## src/rtl/pc_unit_if.sv

```systemverilog
// Bundles the ID-stage branch inputs and the PC-unit outputs.
// The slave modport is the pc_unit view. The master modport is the core or bench view.
interface pc_unit_if #(
    parameter int ADDR_W = 16,
    parameter int IMM_W  = 9,
    parameter int CNT_W  = 16
);
    logic              stall_i;
    logic              id_valid_i;
    logic              id_branch_i;
    logic [1:0]        id_br_type_i;
    logic [2:0]        id_cond_i;
    logic [IMM_W-1:0]  id_imm_i;
    logic [ADDR_W-1:0] id_pc_i;
    logic [ADDR_W-1:0] reg_val_i;
    logic [2:0]        flags_i;

    logic [ADDR_W-1:0] pc_o;
    logic              fetch_en_o;
    logic              flush_o;
    logic [ADDR_W-1:0] link_o;
    logic              halted_o;
    logic [CNT_W-1:0]  br_count_o;
    logic [CNT_W-1:0]  taken_count_o;

    modport master (
        output stall_i, id_valid_i, id_branch_i, id_br_type_i, id_cond_i,
               id_imm_i, id_pc_i, reg_val_i, flags_i,
        input  pc_o, fetch_en_o, flush_o, link_o, halted_o,
               br_count_o, taken_count_o
    );

    modport slave (
        input  stall_i, id_valid_i, id_branch_i, id_br_type_i, id_cond_i,
               id_imm_i, id_pc_i, reg_val_i, flags_i,
        output pc_o, fetch_en_o, flush_o, link_o, halted_o,
               br_count_o, taken_count_o
    );
endinterface

```

## src/rtl/pc_unit.sv

```systemverilog
// Program-counter unit for the pipelined 16-bit core.
// It owns the fetch PC and resolves decode-stage B/BR/PCS/HLT against the {N,V,Z} flags.
// It drives the IF/ID flush, sequences the halt drain, and keeps saturating branch statistics.
module pc_unit #(
    parameter int                ADDR_W       = 16,
    parameter int                IMM_W        = 9,
    parameter logic [ADDR_W-1:0] RESET_PC     = '0,
    parameter int                DRAIN_CYCLES = 3,
    parameter int                CNT_W        = 16
) (
    input  logic         clk,
    input  logic         rst_n,
    pc_unit_if.slave     bus
);
    localparam int DW = (DRAIN_CYCLES > 1) ? $clog2(DRAIN_CYCLES) : 1;

    localparam logic [1:0] BT_B   = 2'd0;
    localparam logic [1:0] BT_BR  = 2'd1;
    localparam logic [1:0] BT_HLT = 2'd3;

    typedef enum logic [1:0] {
        RUN    = 2'd0,
        DRAIN  = 2'd1,
        HALTED = 2'd2
    } state_t;

    state_t            state_q;
    logic [ADDR_W-1:0] pc_q;
    logic [DW-1:0]     drain_q;
    logic [CNT_W-1:0]  br_cnt_q;
    logic [CNT_W-1:0]  taken_cnt_q;

    logic              act;
    logic              is_bbr;
    logic              is_hlt;
    logic              cond_ok;
    logic              taken;
    logic [ADDR_W-1:0] target;

    // Evaluates a condition code against the flags {N,V,Z}.
    function automatic logic cond_eval(input logic [2:0] cond, input logic [2:0] flags);
        logic n, v, z;
        n = flags[2];
        v = flags[1];
        z = flags[0];
        case (cond)
            3'd0:    return ~z;
            3'd1:    return z;
            3'd2:    return ~z & ~n;
            3'd3:    return n;
            3'd4:    return z | (~z & ~n);
            3'd5:    return n | z;
            3'd6:    return v;
            default: return 1'b1;
        endcase
    endfunction

    // Only a valid branch-class instruction in RUN can act on the PC.
    // Branch inputs are ignored during DRAIN and HALTED.
    assign act     = bus.id_valid_i & bus.id_branch_i & (state_q == RUN);
    assign is_bbr  = (bus.id_br_type_i == BT_B) | (bus.id_br_type_i == BT_BR);
    assign is_hlt  = act & (bus.id_br_type_i == BT_HLT);
    assign cond_ok = cond_eval(bus.id_cond_i, bus.flags_i);
    assign taken   = act & is_bbr & cond_ok;

    // Redirect target: a PC-relative word offset for B, or the register operand for BR.
    always_comb begin
        // NOTE: default assignment first so every path drives target and no latch is inferred.
        target = bus.reg_val_i;
        if (bus.id_br_type_i == BT_B) begin
            target = bus.id_pc_i + ADDR_W'(2)
                   + ({{(ADDR_W-IMM_W){bus.id_imm_i[IMM_W-1]}}, bus.id_imm_i} << 1);
        end
    end

    // PC update and the run/drain/halt sequencing.
    // A taken branch wins over stall. HLT freezes the PC and starts the drain.
    always_ff @(posedge clk or negedge rst_n) begin
        // NOTE: sequential state uses non-blocking assignments only; reset is async active-low.
        if (!rst_n) begin
            state_q <= RUN;
            pc_q    <= RESET_PC;
            drain_q <= '0;
        end else begin
            case (state_q)
                RUN: begin
                    if (taken) begin
                        pc_q <= target;
                    end else if (is_hlt) begin
                        drain_q <= DW'(DRAIN_CYCLES - 1);
                        state_q <= DRAIN;
                    end else if (!bus.stall_i) begin
                        pc_q <= pc_q + ADDR_W'(2);
                    end
                end
                DRAIN: begin
                    if (!bus.stall_i) begin
                        if (drain_q == '0) begin
                            state_q <= HALTED;
                        end else begin
                            drain_q <= drain_q - DW'(1);
                        end
                    end
                end
                HALTED: begin
                    state_q <= HALTED;
                end
                default: begin
                    state_q <= RUN;
                end
            endcase
        end
    end

    // Saturating statistics for resolved and taken B/BR. Stall does not affect counting.
    always_ff @(posedge clk or negedge rst_n) begin
        if (!rst_n) begin
            br_cnt_q    <= '0;
            taken_cnt_q <= '0;
        end else begin
            if (act && is_bbr && (br_cnt_q != '1)) begin
                br_cnt_q <= br_cnt_q + CNT_W'(1);
            end
            if (taken && (taken_cnt_q != '1)) begin
                taken_cnt_q <= taken_cnt_q + CNT_W'(1);
            end
        end
    end

    assign bus.pc_o          = pc_q;
    assign bus.fetch_en_o    = (state_q == RUN);
    assign bus.halted_o      = (state_q == HALTED);
    assign bus.flush_o       = taken | is_hlt;
    assign bus.link_o        = bus.id_pc_i + ADDR_W'(2);
    assign bus.br_count_o    = br_cnt_q;
    assign bus.taken_count_o = taken_cnt_q;
endmodule

```

## src/flat_wrapper.sv

```systemverilog
// flat-port wrapper written by rule: the top's interface ports become plain ports
module pc_unit_flat 
#(
    parameter int                ADDR_W       = 16,
    parameter int                IMM_W        = 9,
    parameter logic [ADDR_W-1:0] RESET_PC     = '0,
    parameter int                DRAIN_CYCLES = 3,
    parameter int                CNT_W        = 16
)
  (clk, rst_n, bus_stall_i, bus_id_valid_i, bus_id_branch_i, bus_id_br_type_i, bus_id_cond_i, bus_id_imm_i, bus_id_pc_i, bus_reg_val_i, bus_flags_i, bus_pc_o, bus_fetch_en_o, bus_flush_o, bus_link_o, bus_halted_o, bus_br_count_o, bus_taken_count_o);
  pc_unit_if #(.ADDR_W(ADDR_W), .IMM_W(IMM_W), .CNT_W(CNT_W)) bus_i ();
  input  logic clk;
  input  logic rst_n;
  input wire logic [$bits(bus_i.stall_i)-1:0] bus_stall_i;
  input wire logic [$bits(bus_i.id_valid_i)-1:0] bus_id_valid_i;
  input wire logic [$bits(bus_i.id_branch_i)-1:0] bus_id_branch_i;
  input wire logic [$bits(bus_i.id_br_type_i)-1:0] bus_id_br_type_i;
  input wire logic [$bits(bus_i.id_cond_i)-1:0] bus_id_cond_i;
  input wire logic [$bits(bus_i.id_imm_i)-1:0] bus_id_imm_i;
  input wire logic [$bits(bus_i.id_pc_i)-1:0] bus_id_pc_i;
  input wire logic [$bits(bus_i.reg_val_i)-1:0] bus_reg_val_i;
  input wire logic [$bits(bus_i.flags_i)-1:0] bus_flags_i;
  output wire logic [$bits(bus_i.pc_o)-1:0] bus_pc_o;
  output wire logic [$bits(bus_i.fetch_en_o)-1:0] bus_fetch_en_o;
  output wire logic [$bits(bus_i.flush_o)-1:0] bus_flush_o;
  output wire logic [$bits(bus_i.link_o)-1:0] bus_link_o;
  output wire logic [$bits(bus_i.halted_o)-1:0] bus_halted_o;
  output wire logic [$bits(bus_i.br_count_o)-1:0] bus_br_count_o;
  output wire logic [$bits(bus_i.taken_count_o)-1:0] bus_taken_count_o;
  assign bus_i.stall_i = bus_stall_i;
  assign bus_i.id_valid_i = bus_id_valid_i;
  assign bus_i.id_branch_i = bus_id_branch_i;
  assign bus_i.id_br_type_i = bus_id_br_type_i;
  assign bus_i.id_cond_i = bus_id_cond_i;
  assign bus_i.id_imm_i = bus_id_imm_i;
  assign bus_i.id_pc_i = bus_id_pc_i;
  assign bus_i.reg_val_i = bus_reg_val_i;
  assign bus_i.flags_i = bus_flags_i;
  assign bus_pc_o = bus_i.pc_o;
  assign bus_fetch_en_o = bus_i.fetch_en_o;
  assign bus_flush_o = bus_i.flush_o;
  assign bus_link_o = bus_i.link_o;
  assign bus_halted_o = bus_i.halted_o;
  assign bus_br_count_o = bus_i.br_count_o;
  assign bus_taken_count_o = bus_i.taken_count_o;
  pc_unit #(.ADDR_W(ADDR_W), .IMM_W(IMM_W), .RESET_PC(RESET_PC), .DRAIN_CYCLES(DRAIN_CYCLES), .CNT_W(CNT_W)) u_core (.clk(clk), .rst_n(rst_n), .bus(bus_i));
endmodule
```

## config.mk

```make
export PLATFORM = sky130hd
export DESIGN_NAME = pc_unit_flat
export DESIGN_NICKNAME = d
export VERILOG_FILES = /design/src/rtl/pc_unit_if.sv /design/src/rtl/pc_unit.sv /design/src/flat_wrapper.sv
export SDC_FILE = /design/constraint.sdc
export NUM_CORES = 1
export LEC_CHECK = 0
export BUFFER_PORTS_ARGS = -buffer_cell sky130_fd_sc_hd__buf_2
export CAP_MARGIN = 25
export CORE_ASPECT_RATIO = 0.8
export CORE_MARGIN = 4
export CORE_UTILIZATION = 56
export CTS_CLUSTER_DIAMETER = 100
export CTS_CLUSTER_SIZE = 40
export DETAILED_ROUTE_END_ITERATION = 10
export PLACE_DENSITY = 0.92
export SETUP_SLACK_MARGIN = 0.4
export SYNTH_ARGS = -nofsm -noshare
export SYNTH_HDL_FRONTEND = slang
export SYNTH_SLANG_ARGS = --single-unit
```

## constraint.sdc

```tcl
create_clock -name clk -period 4.4 [get_ports clk]
set_input_delay 0 -clock clk [delete_from_list [all_inputs] [get_ports clk]]
set_output_delay 0 -clock clk [all_outputs]
set_load 0.02 [all_outputs]
```

Word-level counts from Yosys, hierarchy flattened:

Cells that the tools add are included.

* flip-flop bits (word level): 52
* output and inout bits: 67
* logic and storage cells: 68

* add/subtract/negate cells: 6
* equality and inequality tests: 19
* mux-type cells: 15
* bitwise gates (word level): 12
* reductions and logical operators: 11

Operators by type and width (number)
* $mux W16: 4
* $add A16 B1 Y16 const B: 2
* $add A16 B2 Y16 const B: 2
* $ne A16 B16 Y1 const B: 2
* $add A16 B16 Y16: 1
* $mux W2: 8
* $eq A3 B3 Y1 const B: 3
* $ne A2 B2 Y1 const B: 4
* $pmux W1 S7: 1
* $and A1 B1 Y1: 6
* $eq A3 B2 Y1 const B: 2
* $logic_not A2 Y1: 3
* $ne A2 B1 Y1 const B: 3
* $pmux W2 S3: 1
* $reduce_and A5 Y1: 1
* $eq A2 B1 Y1 const B: 2
* $eq A2 B2 Y1 const B: 2
* $or A1 B1 Y1: 4
* $pmux W2 S2: 1
* $reduce_and A4 Y1: 1
* $eq A3 B1 Y1 const B: 1
* $logic_and A1 B1 Y1: 3
* $logic_not A3 Y1: 1
* $reduce_and A3 Y1: 1
* other kinds (3): 4

Depth between registers and ports, before layout:

Gate-level depths: netlist of the first run.

* depth after elaboration: 7
* mapped depth: 12

Worst setup path after synthesis of the first run:

Ideal clock, no wire load.

* path kind: input -> register
* start: input port bus_id_pc_i[1]
* end: register u_core.pc_q[12], in the netlist u_core.bus.pc_o[12]
* setup time: 0.126 ns
* arrival: 2.322 ns
* data required time: 4.274 ns
* slack: 1.952 ns
* stages: 11
* cells stage by stage: ha_1 > nand3_1 > nor2_1 > nand2_1 > xnor2_1 > ha_1 > and3_1 > o311ai_0 > o211ai_1 > xor2_1 > a221o_1

* cells in the longest elaborated chain, start to end: 4

Ends and longest elaborated chain
* start, declared: line flat_wrapper.sv:20 `input wire logic [$bits(bus_i.id_pc_i)-1:0] bus_id_pc_i;`
* $add A16 B2 Y16
* named net bus_link_o[9]: line flat_wrapper.sv:26 `output wire logic [$bits(bus_i.link_o)-1:0] bus_link_o;`
* $add A16 B16 Y16: line pc_unit.sv:72 `+ ({{(ADDR_W-IMM_W){bus.id_imm_i[IMM_W-1]}}, bus.id_imm_i} << 1);`
* $mux W16: line pc_unit.sv:70 `if (bus.id_br_type_i == BT_B) begin`
* $mux W16: line pc_unit.sv:87 `if (taken) begin`
* end signal, assigned: line pc_unit.sv:88 `pc_q <= target;`
* end signal, assigned: line pc_unit.sv:93 `pc_q <= pc_q + ADDR_W'(2);`
* end, declared: line pc_unit.sv:28 `logic [ADDR_W-1:0] pc_q;`

The timed path passes the listed nets, and every way through them passes these cells.
A chain may end at the register's enable or synchronous reset.

Worst setup path in the final report of the first run:

* start: register u_core.state_q[1]
* end: register u_core.pc_q[0], in the netlist u_core.bus.pc_o[0]

* cells in the longest elaborated chain, start to end: 6
* elaborated cells between the ends (all ways): 9

Ends and longest elaborated chain
* start, declared: line pc_unit.sv:27 `state_t state_q;`
* start signal, assigned: line pc_unit.sv:81 `state_q <= RUN;`
* start signal, assigned: line pc_unit.sv:91 `state_q <= DRAIN;`
* start signal, assigned: line pc_unit.sv:99 `state_q <= HALTED;`
* $logic_not A2 Y1 (*): line pc_unit.sv:60, pc_unit.sv:85
* $and A1 B1 Y1: line pc_unit.sv:60 `assign act = bus.id_valid_i & bus.id_branch_i & (state_q == RUN);`
* $and A1 B1 Y1 (2 in series): line pc_unit.sv:64 `assign taken = act & is_bbr & cond_ok;`
* $ne A2 B2 Y1 (no line) / $ne A2 B1 Y1 (equally long branches)
* $reduce_and A3 Y1 (no line)

Every way passes the cells marked *; elsewhere a longest branch is shown, timed or not.

==> reports/metrics.yaml, run 1 <==
run_status:
  status: "completed"
setup_path:
  cp_cell_sequence: "inv_1 > ha_1 > and4b_4 > o211ai_4 > nor2_2 > nor2_1 > a31oi_1 > dlygate4sd3_1"
  crit_buf_inv: 2
  worstPathArrival_ns: 3.13
  slowest_delay_ns: 0.73
  setup.worst_path.start_class: "flop"
  crit_fanout: 26
  end_kind: "flop"
  critical_path_class: "flop to flop"
  crit_family: "simple AND/OR/NAND/NOR gates"
  slowest_stage: "nor2_2"
  crit_required_ns: 4.64
grt:
  overflow: 0
  grt_pass1_wl_um: 17500
  grt_max_degree: 53
  grt_pass1_vias: 3756
  antenna_found_initial: 0
  grt.total_usage_pct: 25.9
detailed_routing:
  wl_per_cell_um: 16.7
  drt-total-wl_um: 10800
  num_vias: 3972
  postRouteAntennaNets: 0
  drt_iter0_drc: 324
  first_pass_iters: 6
  drcViolationCount: 0
  viasPerCell: 6.14
placed_design:
  gp_congestion: 0.923
  dpl.hpwl_um: 8430
  dp_cells: 634
  place_ws_ns: 1.66
  io_buffers: 120
  placed_area_mm2: 0.00454
floorplanning:
  rows: 26
  fp.dieArea_mm2: 0.00835
  die_w_um: 101
  die_h_um: 82.5
  core_mm2: 0.00657
  boundaryPins: 121
  initial_utilization_pct: 59.2
pwr:
  p_total_mw: 1.92
  vdd_ir_drop_max_v: 0.000401
  p_per_area_mw_per_mm2: 408
  leakage_nw: 2.22
yosys:
  synth-edff-count: 0
  synthFlopType: "dfrtp_1"
  async_flop_share_pct: 100
  netlist_area_mm2: 0.00389
  syn_avg_cell_area_um2: 8.88
  synthCells: 438
  synth-seq-cells: 52
  yosysWarnings: 0
  ys_seq_area_share_pct: 33.5
  synth_cell_types: 74
  syn-num-nets: 518
clocking:
  clock_path_buffers: 2
  cts_setup_buffers: 0
  cts_htree_levels: 2
  cts_num_sinks: 52
  root_buffer: "clkbuf_8"
  worstSkewPairLatency_ns: 0.31
  cts_tree: "built"
  clk_pin_slew_ns: 0.10
  cts_made_buffers: 5
timing:
  setup_viol: 0
  fmax_mhz: 346
  grt_setup_unrepaired: "false"
  fin_crit_sh_pct: 65.7
  worst_pin_slew_ns: 0.956
  hold_viol: 0
  period_needed_ns: 2.89
  fin_skew_ns: 0.0103
  setup_ws_ns: 1.51
  relSlewSlack_pct: 36.2
  finalMaxSlewViolations: 0
  fin_tns_setup_ns: 0
cells_and_area:
  nets: 642
  fin_area_mm2: 0.00470
  layout.cells.non_filler: 647
  n_antenna_cell: 0
  syn2layout_area_growth_pct: 20.8
  drive_above_1_share_pct: 26.3
min_path:
  hold_class: "input port to flop"
run:
  cap_violations: 0
-- layer usage --
layer | track usage [%] | part of all wire [%]
met2 | 42.5 | 47
met3 | 4.87 | 8.7
met5 | 0 | 0
met1 | 34.6 | 42
met4 | 8.37 | 2.0
-- worst reg2reg max path, cell delays in order, from the launching register on --
cell and delay, ns:
dfrtp_1 0.40, inv_1 0.12, ha_1 0.32, and4b_4 0.33, o211ai_4 0.10, nor2_2 0.74, nor2_1 0.10, a31oi_1 0.16
dlygate4sd3_1 0.56
-- through the flow --
stage / hold slack (ns) / util [%]
2_1_floorplan: -0.296 / -
3_3_place_gp: 0.150 / 69.0
3_5_place_dp: 0.159 / 69.0
4_1_cts: 0.0206 / 71.5
5_1_grt: 0.0593 / 71.5
6_report: 0.0270 / 71.5
-- cells in the final DEF (no fill, tap or decap), types with 4 or more instances in the layout --
master	n
buf_2	120
dfrtp_1	52
nand2_1	41
nor2_1	32
o21ai_0	30
nand3_1	28
a21oi_1	28
xnor2_1	26
ha_1	25
xor2_1	20
inv_1	14
nand4_1	13
nor3_1	12
and3_1	9
a211oi_1	7
a31oi_1	5
o21a_1	5
clkbuf_8	5
dlygate4sd3_1	5
nor4_1	4
o211ai_1	4
a221oi_1	4
-- layout make-up --
type                    instances  area [um2]
repair buffers                126         658
well taps                      84         105
fillers                       513        1870
multi-input cells             363        2470
clock buffers                   5        68.8
inverters                      14        52.6
flip-flops and latches         52        1300
clock inverters                 3        42.5
-- cell families after synthesis --
| kind of cell | share of synthesized area (%) |
|---|---|
| AO/OA/AOI/OAI | 21.1 |
| XOR/XNOR | 11.0 |
| adder cells (fa/ha/maj) | 8.56 |
| buffers and inverters | 3.06 |
| flip-flops | 33.5 |
| multiplexers | 0.869 |
| AND/OR/NAND/NOR | 22.0 |
-- Yosys cell counts, types with 5 or more instances --
cell	n	area, um2
o21ai_0	30	150
xnor2_1	26	228
nor3_1	12	60.1
a21oi_1	28	140
xor2_1	20	175
dfrtp_1	52	1300
a31oi_1	5	31.3
and3_1	9	56.3
inv_1	14	52.6
nand2_1	41	154
nand3_1	28	140
o21a_1	5	37.5
nor2_1	32	120
nand4_1	13	81.3
ha_1	25	313
a211oi_1	7	52.6
-- path summary, 6_finish.rpt --
| check | startpoint | endpoint | slack (ns) | cells past startpoint |
|---|---|---|---|---|
| max | u_core.state_q[1]$_DFFE_PN0P_ | u_core.bus.pc_o[0]$_DFFE_PN0P_ | 1.51 | 8 |
| min | bus_reg_val_i[9] | u_core.bus.pc_o[9]$_DFFE_PN0P_ | 0.03 | 3 |
| max reg2reg | u_core.state_q[1]$_DFFE_PN0P_ | u_core.bus.pc_o[0]$_DFFE_PN0P_ | 1.51 | 8 |
| min reg2reg | u_core.bus.taken_count_o[11]$_DFFE_PN0P_ | u_core.bus.taken_count_o[11]$_DFFE_PN0P_ | 0.50 | 1 |
| max in group asynchronous | rst_n | u_core.bus.pc_o[4]$_DFFE_PN0P_ | 3.59 | 3 |
| min in group asynchronous | rst_n | u_core.bus.taken_count_o[3]$_DFFE_PN0P_ | 0.35 | 3 |
-- registers in the layout, indices dropped and copies added, names as in the netlist --
signal                    flops
u_core.bus.br_count_o        16
u_core.bus.pc_o              16
u_core.bus.taken_count_o     16
u_core.drain_q                2
u_core.state_q                2
-- power breakdown --
part	total [mW]	internal (mW)	switching (mW)
Sequential	0.733	0.591	0.142
Combinational	0.854	0.325	0.528
Clock	0.331	0.169	0.162
-- timing repair --
item | CTS | global route
hold buffers | 5 | 0
gates resized for setup | 0 | 0
hold endpoints to repair | 55 | 0
Power figures use the tool's default switching activity.
==> run 2, diff against run 1 <==
--- a/config.mk
+++ b/config.mk
@@ -9,11 +9,11 @@
 export CAP_MARGIN = 25
 export CORE_ASPECT_RATIO = 0.8
 export CORE_MARGIN = 4
-export CORE_UTILIZATION = 56
+export CORE_UTILIZATION = 47
 export CTS_CLUSTER_DIAMETER = 100
 export CTS_CLUSTER_SIZE = 40
 export DETAILED_ROUTE_END_ITERATION = 10
-export PLACE_DENSITY = 0.92
+export PLACE_DENSITY = 0.83
 export SETUP_SLACK_MARGIN = 0.4
 export SYNTH_ARGS = -nofsm -noshare
 export SYNTH_HDL_FRONTEND = slang
==> constraint.sdc (replaced) <==
create_clock -name clk -period 2.5 [get_ports clk]
set_input_delay 0 -clock clk [delete_from_list [all_inputs] [get_ports clk]]
set_output_delay 0 -clock clk [all_outputs]
set_load 0.02 [all_outputs]
==> reports/metrics.yaml, run 2 (synthesis gave the netlist of run 1 again) <==
detailed_routing:
  num_vias: 4068  # +2.4%
  first_pass_iters: 5  # -1
  postRouteAntennaNets: 0  # unchanged
  drt_iter0_drc: 264  # -19%
  drt-total-wl_um: 11500  # +5.8%
  viasPerCell: 5.78  # -5.9%
  drcViolationCount: 0  # unchanged
  wl_per_cell_um: 16.3  # -2.7%
timing:
  worst_pin_slew_ns: 0.736  # -0.220 ns
  finalMaxSlewViolations: 0  # unchanged
  relSlewSlack_pct: 50.7  # +15 points
  grt_setup_unrepaired: "true"
  hold_viol: 0  # unchanged
  period_needed_ns: 2.09
  fin_tns_setup_ns: 0  # unchanged
  fin_skew_ns: 0.00947  # -0.000806 ns
  fin_crit_sh_pct: 83.5
  setup_viol: 0  # unchanged
  fmax_mhz: 479
setup_path:
  crit_fanout: 4  # -85%
  critical_path_class: "input port to flop"
  crit_required_ns: 2.69  # -1.95 ns
  setup.worst_path.start_class: "input port"
  worstPathArrival_ns: 2.28  # -0.85 ns
  end_kind: "flop"
floorplanning:
  fp.dieArea_mm2: 0.00980  # +17%
  core_mm2: 0.00798  # +21%
  initial_utilization_pct: 48.7  # -10 points
  die_h_um: 89.4  # +8.3%
  die_w_um: 110  # +8.4%
  boundaryPins: 121  # unchanged
  rows: 29  # +12%
grt:
  grt_pass1_wl_um: 17900  # +2.8%
  grt_pass1_vias: 3837  # +2.2%
  grt.total_usage_pct: 22.8  # -3.1 points
  grt_max_degree: 36  # -32%
  antenna_found_initial: 0  # unchanged
  overflow: 0  # unchanged
cells_and_area:
  mostFrequentLayoutCell: "buf_2"
  syn2layout_area_growth_pct: 37.4
  drive_above_1_share_pct: 38.6  # +12 points
  regArea_mm2: 0.00130  # unchanged
  fillers: 669  # +30%
  nets: 675  # +5.1%
  n_antenna_cell: 0  # unchanged
  multiInputGateArea_mm2: 0.00283  # +14%
  layout.cells.non_filler: 704  # +8.8%
  final_cell_mix: "119 x buf_2, 52 x dfrtp_1, 38 x nand2_1, 31 x buf_4, 27 x nor2_1"
clocking:
  cts_num_sinks: 52  # unchanged
  clock_path_buffers: 2  # unchanged
  worstSkewPairLatency_ns: 0.31  # about the same
  cts_made_buffers: 5  # unchanged
  root_buffer: "clkbuf_8"
  cts_tree: "built"
  clk_pin_slew_ns: 0.10  # about the same
  cts_htree_levels: 2  # unchanged
min_path:
  hold_class: "input port to flop"
run:
  cap_violations: 0  # unchanged
pwr:
  leakage_nw: 2.46  # +11%
  vdd_ir_drop_max_v: 0.000604  # +51%
  p_per_area_mw_per_mm2: 682  # +67%
placed_design:
  dp_cells: 670  # +5.7%
  gp_congestion: 0.832  # -9.8%
  dpl.hpwl_um: 8740  # +3.6%
  io_buffers: 120  # unchanged
run_status:
  status: "completed"
-- run 2: layer usage --
layer / up-vias / share of wire (%) / track usage, %
met2: 151 / 49 / 37.5
met1: 1956 / 43 / 31.2
met3: 20 / 7.0 / 4.04
met5: - / 0 / 0
li1: 1941 / - / -
met4: 0 / 1.4 / 5.66
-- run 2: repair_timing --
action / in CTS / in global routing
gates resized for setup: 1 / 39
endpoints found under the setup margin: 17 / 34
pin swaps: 4 / 17
setup buffers: 7 / 14
hold buffers: 5 / 0
endpoints found under the hold margin: 20 / 0
-- run 2: final timing paths --
path,startpoint,end,slack (ns),depth (start not counted)
setup / recovery,bus_id_pc_i[3],u_core.bus.pc_o[13]$_DFFE_PN0P_,0.41,13
hold / removal,bus_reg_val_i[11],u_core.bus.pc_o[11]$_DFFE_PN0P_,0.009,3
setup reg to reg,u_core.bus.pc_o[8]$_DFFE_PN0P_,u_core.bus.pc_o[13]$_DFFE_PN0P_,0.43,6
hold reg to reg,u_core.bus.taken_count_o[11]$_DFFE_PN0P_,u_core.bus.taken_count_o[11]$_DFFE_PN0P_,0.49,1
max in group asynchronous,rst_n,u_core.bus.br_count_o[12]$_DFFE_PN0P_,1.55,3
min in group asynchronous,rst_n,u_core.bus.pc_o[1]$_DFFE_PN0P_,0.15,2
-- run 2: layout make-up --
| cell class | count | share of cell area [%] |
|---|---|---|
| clock buffers | 6 | 1.36 |
| clock inverters | 2 | 0.656 |
| inverters | 14 | 0.984 |
| multi-input cells | 363 | 52.9 |
| flip-flops and latches | 52 | 24.4 |
| well taps | 108 | 2.53 |
| repair buffers | 159 | 17.2 |
-- run 2: stage by stage --
step / utilization (%) / hold slack (ns) / power, mW / worst slack (ns) / instance area (um2)
after floorplan: - / -0.296 / 2.31 / 0.387 / 4080
final: 66.9 / 0.00907 / 3.64 / 0.413 / 5340
after global placement: 60.7 / -0.0487 / 2.79 / 0.214 / 4840
after detailed placement: 60.7 / -0.0498 / 2.86 / 0.128 / 4840
after CTS: 63.4 / 0.0118 / 3.48 / 0.414 / 5060
after global routing: 66.9 / 0.0563 / 3.89 / 0.255 / 5340
-- run 2: where the power goes --
group	switching, mW	internal, mW
Clock	0.283	0.298
Combinational	1.03	0.740
Sequential	0.251	1.04
Total	1.56	2.08
-- run 2: critical path: stages --
cell,delay (ns)
clkbuf_4,0.15
and3_4,0.22
nand2_2,0.07
nor2_4,0.16
nand3_1,0.15
xnor2_2,0.17
ha_1,0.37
nand2_2,0.11
o21ai_2,0.20
o31a_1,0.15
o41ai_2,0.09
a311oi_1,0.33
o31ai_1,0.12
==> run 3, diff against run 2 <==
==> constraint.sdc (replaced) <==
create_clock -name clk -period 1.7 [get_ports clk]
set_input_delay 0 -clock clk [delete_from_list [all_inputs] [get_ports clk]]
set_output_delay 0 -clock clk [all_outputs]
set_load 0.02 [all_outputs]
==> reports/metrics.yaml, run 3 (synthesis gave the netlist of run 1 again) <==
run_status:
  status: "finished, violations left"
  failed_checks: "negative setup slack"
setup_path:
  crit_fanout: 4  # unchanged
  setup.worst_path.start_class: "flop"
  r2r_cells: 9  # +3
  r2r_slack_ns: -0.52  # -0.95 ns
  worstReg2RegStart: "u_core.state_q[1]$_DFFE_PN0P_"
  critical_path_class: "flop to flop"
  worstPathArrival_ns: 2.44  # +0.16 ns
  crit_end: "u_core.bus.taken_count_o[10]$_DFFE_PN0P_"
  setup.worst_path.start: "u_core.state_q[1]$_DFFE_PN0P_"
  r2r-end: "u_core.bus.taken_count_o[10]$_DFFE_PN0P_"
  end_kind: "flop"
  crit_required_ns: 1.92  # -0.77 ns
timing:
  fmax_mhz: 451
  setup_viol: 50  # +50
  relSlewSlack_pct: 55.7  # +5.0 points
  fin_crit_sh_pct: 130
  hold-worst-slack_ns: 0.115  # +0.106 ns
  period_needed_ns: 2.22
  hold_viol: 0  # unchanged
  setup_ws_ns: -0.515  # -0.928 ns
  grt_setup_unrepaired: "true"
  finalMaxSlewViolations: 0  # unchanged
  worst_pin_slew_ns: 0.662  # -0.0743 ns
  fin_skew_ns: 0.00660  # -0.00287 ns
pwr:
  p_per_area_mw_per_mm2: 992  # +46%
  intPower_mw: 3.89  # +87%
  seqPwrFrac_pct: 26.2  # -9.3 points
  leakage_nw: 3.33  # +35%
  p_comb_share_pct: 63.7  # +15 points
  power.switching_mw: 3.30  # +110%
  p_total_mw: 7.19  # +98%
  vdd_ir_drop_max_v: 0.000882  # +46%
  pwr-share-clk_pct: 10.1  # -5.8 points
  swShare_pct: 45.9  # +3.0 points
cells_and_area:
  layout.cells.non_filler: 835  # +19%
  regArea_mm2: 0.00132  # +1.2%
  syn2layout_area_growth_pct: 86.4
  final_util_pct: 90.8  # +24 points
  n_antenna_cell: 0  # unchanged
  multiInputGateArea_mm2: 0.00351  # +24%
  mostFrequentLayoutCell: "buf_4"
  final_cell_mix: "129 x buf_4, 114 x buf_2, 39 x dfrtp_1, 33 x nand2_1, 31 x buf_6"
  nets: 806  # +19%
  fillers: 291  # -57%
  drive_above_1_share_pct: 62.0  # +23 points
min_path:
  whs_path_depth: 4  # +1
  hold_class: "input port to flop"
grt:
  grt_pass1_vias: 4997  # +30%
  grt_max_degree: 21  # -42%
  antenna_found_initial: 0  # unchanged
  overflow: 0  # unchanged
  grt_pass1_wl_um: 24800  # +38%
  grt.total_usage_pct: 32.4  # +9.6 points
placed_design:
  dpl.hpwl_um: 10500  # +20%
  io_buffers: 120  # unchanged
  gp_congestion: 0.894  # +7.4%
  place_ws_ns: -0.661  # -0.789 ns
  dp_cells: 782  # +17%
detailed_routing:
  postRouteAntennaNets: 0  # unchanged
  wl_per_cell_um: 25.2  # +55%
  drcViolationCount: 0  # unchanged
  viasPerCell: 6.65  # +15%
  drt_iter0_drc: 595  # +130%
  first_pass_iters: 5  # unchanged
  drt-total-wl_um: 21100  # +84%
  num_vias: 5551  # +36%
floorplanning:
  core_mm2: 0.00798  # unchanged
  initial_utilization_pct: 48.7  # unchanged
  fp.dieArea_mm2: 0.00980  # unchanged
  die_w_um: 110  # unchanged
  boundaryPins: 121  # unchanged
  rows: 29  # unchanged
  die_h_um: 89.4  # unchanged
clocking:
  root_buffer: "clkbuf_8"
  cts_made_buffers: 5  # unchanged
  clk_pin_slew_ns: 0.10  # about the same
  clock_path_buffers: 2  # unchanged
  cts_tree: "built"
  worstSkewPairLatency_ns: 0.31  # about the same
  cts_num_sinks: 52  # unchanged
  cts_htree_levels: 2  # unchanged
run:
  cap_violations: 0  # unchanged
run 3: cell count changes in the layout (fill, tap and decap cells not counted), sizes merged:
cell    before  now
buf        153  284
bufinv       1    0
clkbuf       7    8
run 3: critical path, stage by stage, from the launching register on:
cell and delay [ns]:
dfrtp_1 0.42, inv_2 0.10, ha_4 0.15, and4b_4 0.26
o211ai_4 0.08, buf_6 0.14, a211oi_4 0.18, nand4_1 0.29
nor2_1 0.31, xor2_1 0.20
run 3: worst min path at each step:
stage / end / from
2_1_floorplan: u_core.bus.br_count_o[0]$_DFFE_PN0P_ / rst_n
3_3_place_gp: u_core.bus.br_count_o[3]$_DFFE_PN0P_ / rst_n
3_5_place_dp: u_core.bus.br_count_o[15]$_DFFE_PN0P_ / rst_n
4_1_cts: u_core.bus.pc_o[9]$_DFFE_PN0P_ / bus_reg_val_i[9]
5_1_grt: u_core.bus.pc_o[10]$_DFFE_PN0P_ / bus_reg_val_i[10]
6_report: u_core.bus.pc_o[7]$_DFFE_PN0P_ / bus_reg_val_i[7]
run 3: routing by layer:
layer / share of wire, % / vias up / track usage (%)
li1: - / 2208 / -
met1: 34 / 2635 / 39.7
met2: 47 / 523 / 56.2
met3: 11 / 185 / 6.14
met4: 8.2 / 0 / 13.7
met5: 0 / - / 0
run 3: per-stage QoR:
| stage | setup TNS, ns | area [um2] |
|---|---|---|
| 4_1_cts | -7.52 | 6660 |
| 2_1_floorplan | -7.22 | 4340 |
| 6_report | -14.89 | 7250 |
| 5_1_grt | -17.89 | 7250 |
| 3_3_place_gp | -10.36 | 5990 |
| 3_5_place_dp | -12.74 | 5990 |
run 3: area by class of cell:
class / instances / area share [%]
repair buffers: 290 / 29.7
clock inverters: 1 / 0.0690
well taps: 108 / 1.86
inverters: 14 / 0.725
multi-input cells: 363 / 48.4
flip-flops and latches: 52 / 18.2
clock buffers: 7 / 1.05
run 3: what timing repair did:
item,4_1_cts,5_1_grt
gates cloned,1,2
hold buffers,5,0
setup buffers,17,20
setup endpoints to repair,55,57
endpoints found under the hold margin,21,0
resized for setup,83,92
pin swaps,45,54
run 3: power groups by stage:
stage               Clock (mW)  Combinational [mW]  Sequential, mW
CTS                      0.701                3.60            1.79
floorplan                    0                1.33            2.17
finish                   0.728                4.58            1.88
global route             0.767                4.75            1.88
detailed placement           0                3.21            1.81
global placement             0                3.10            1.78
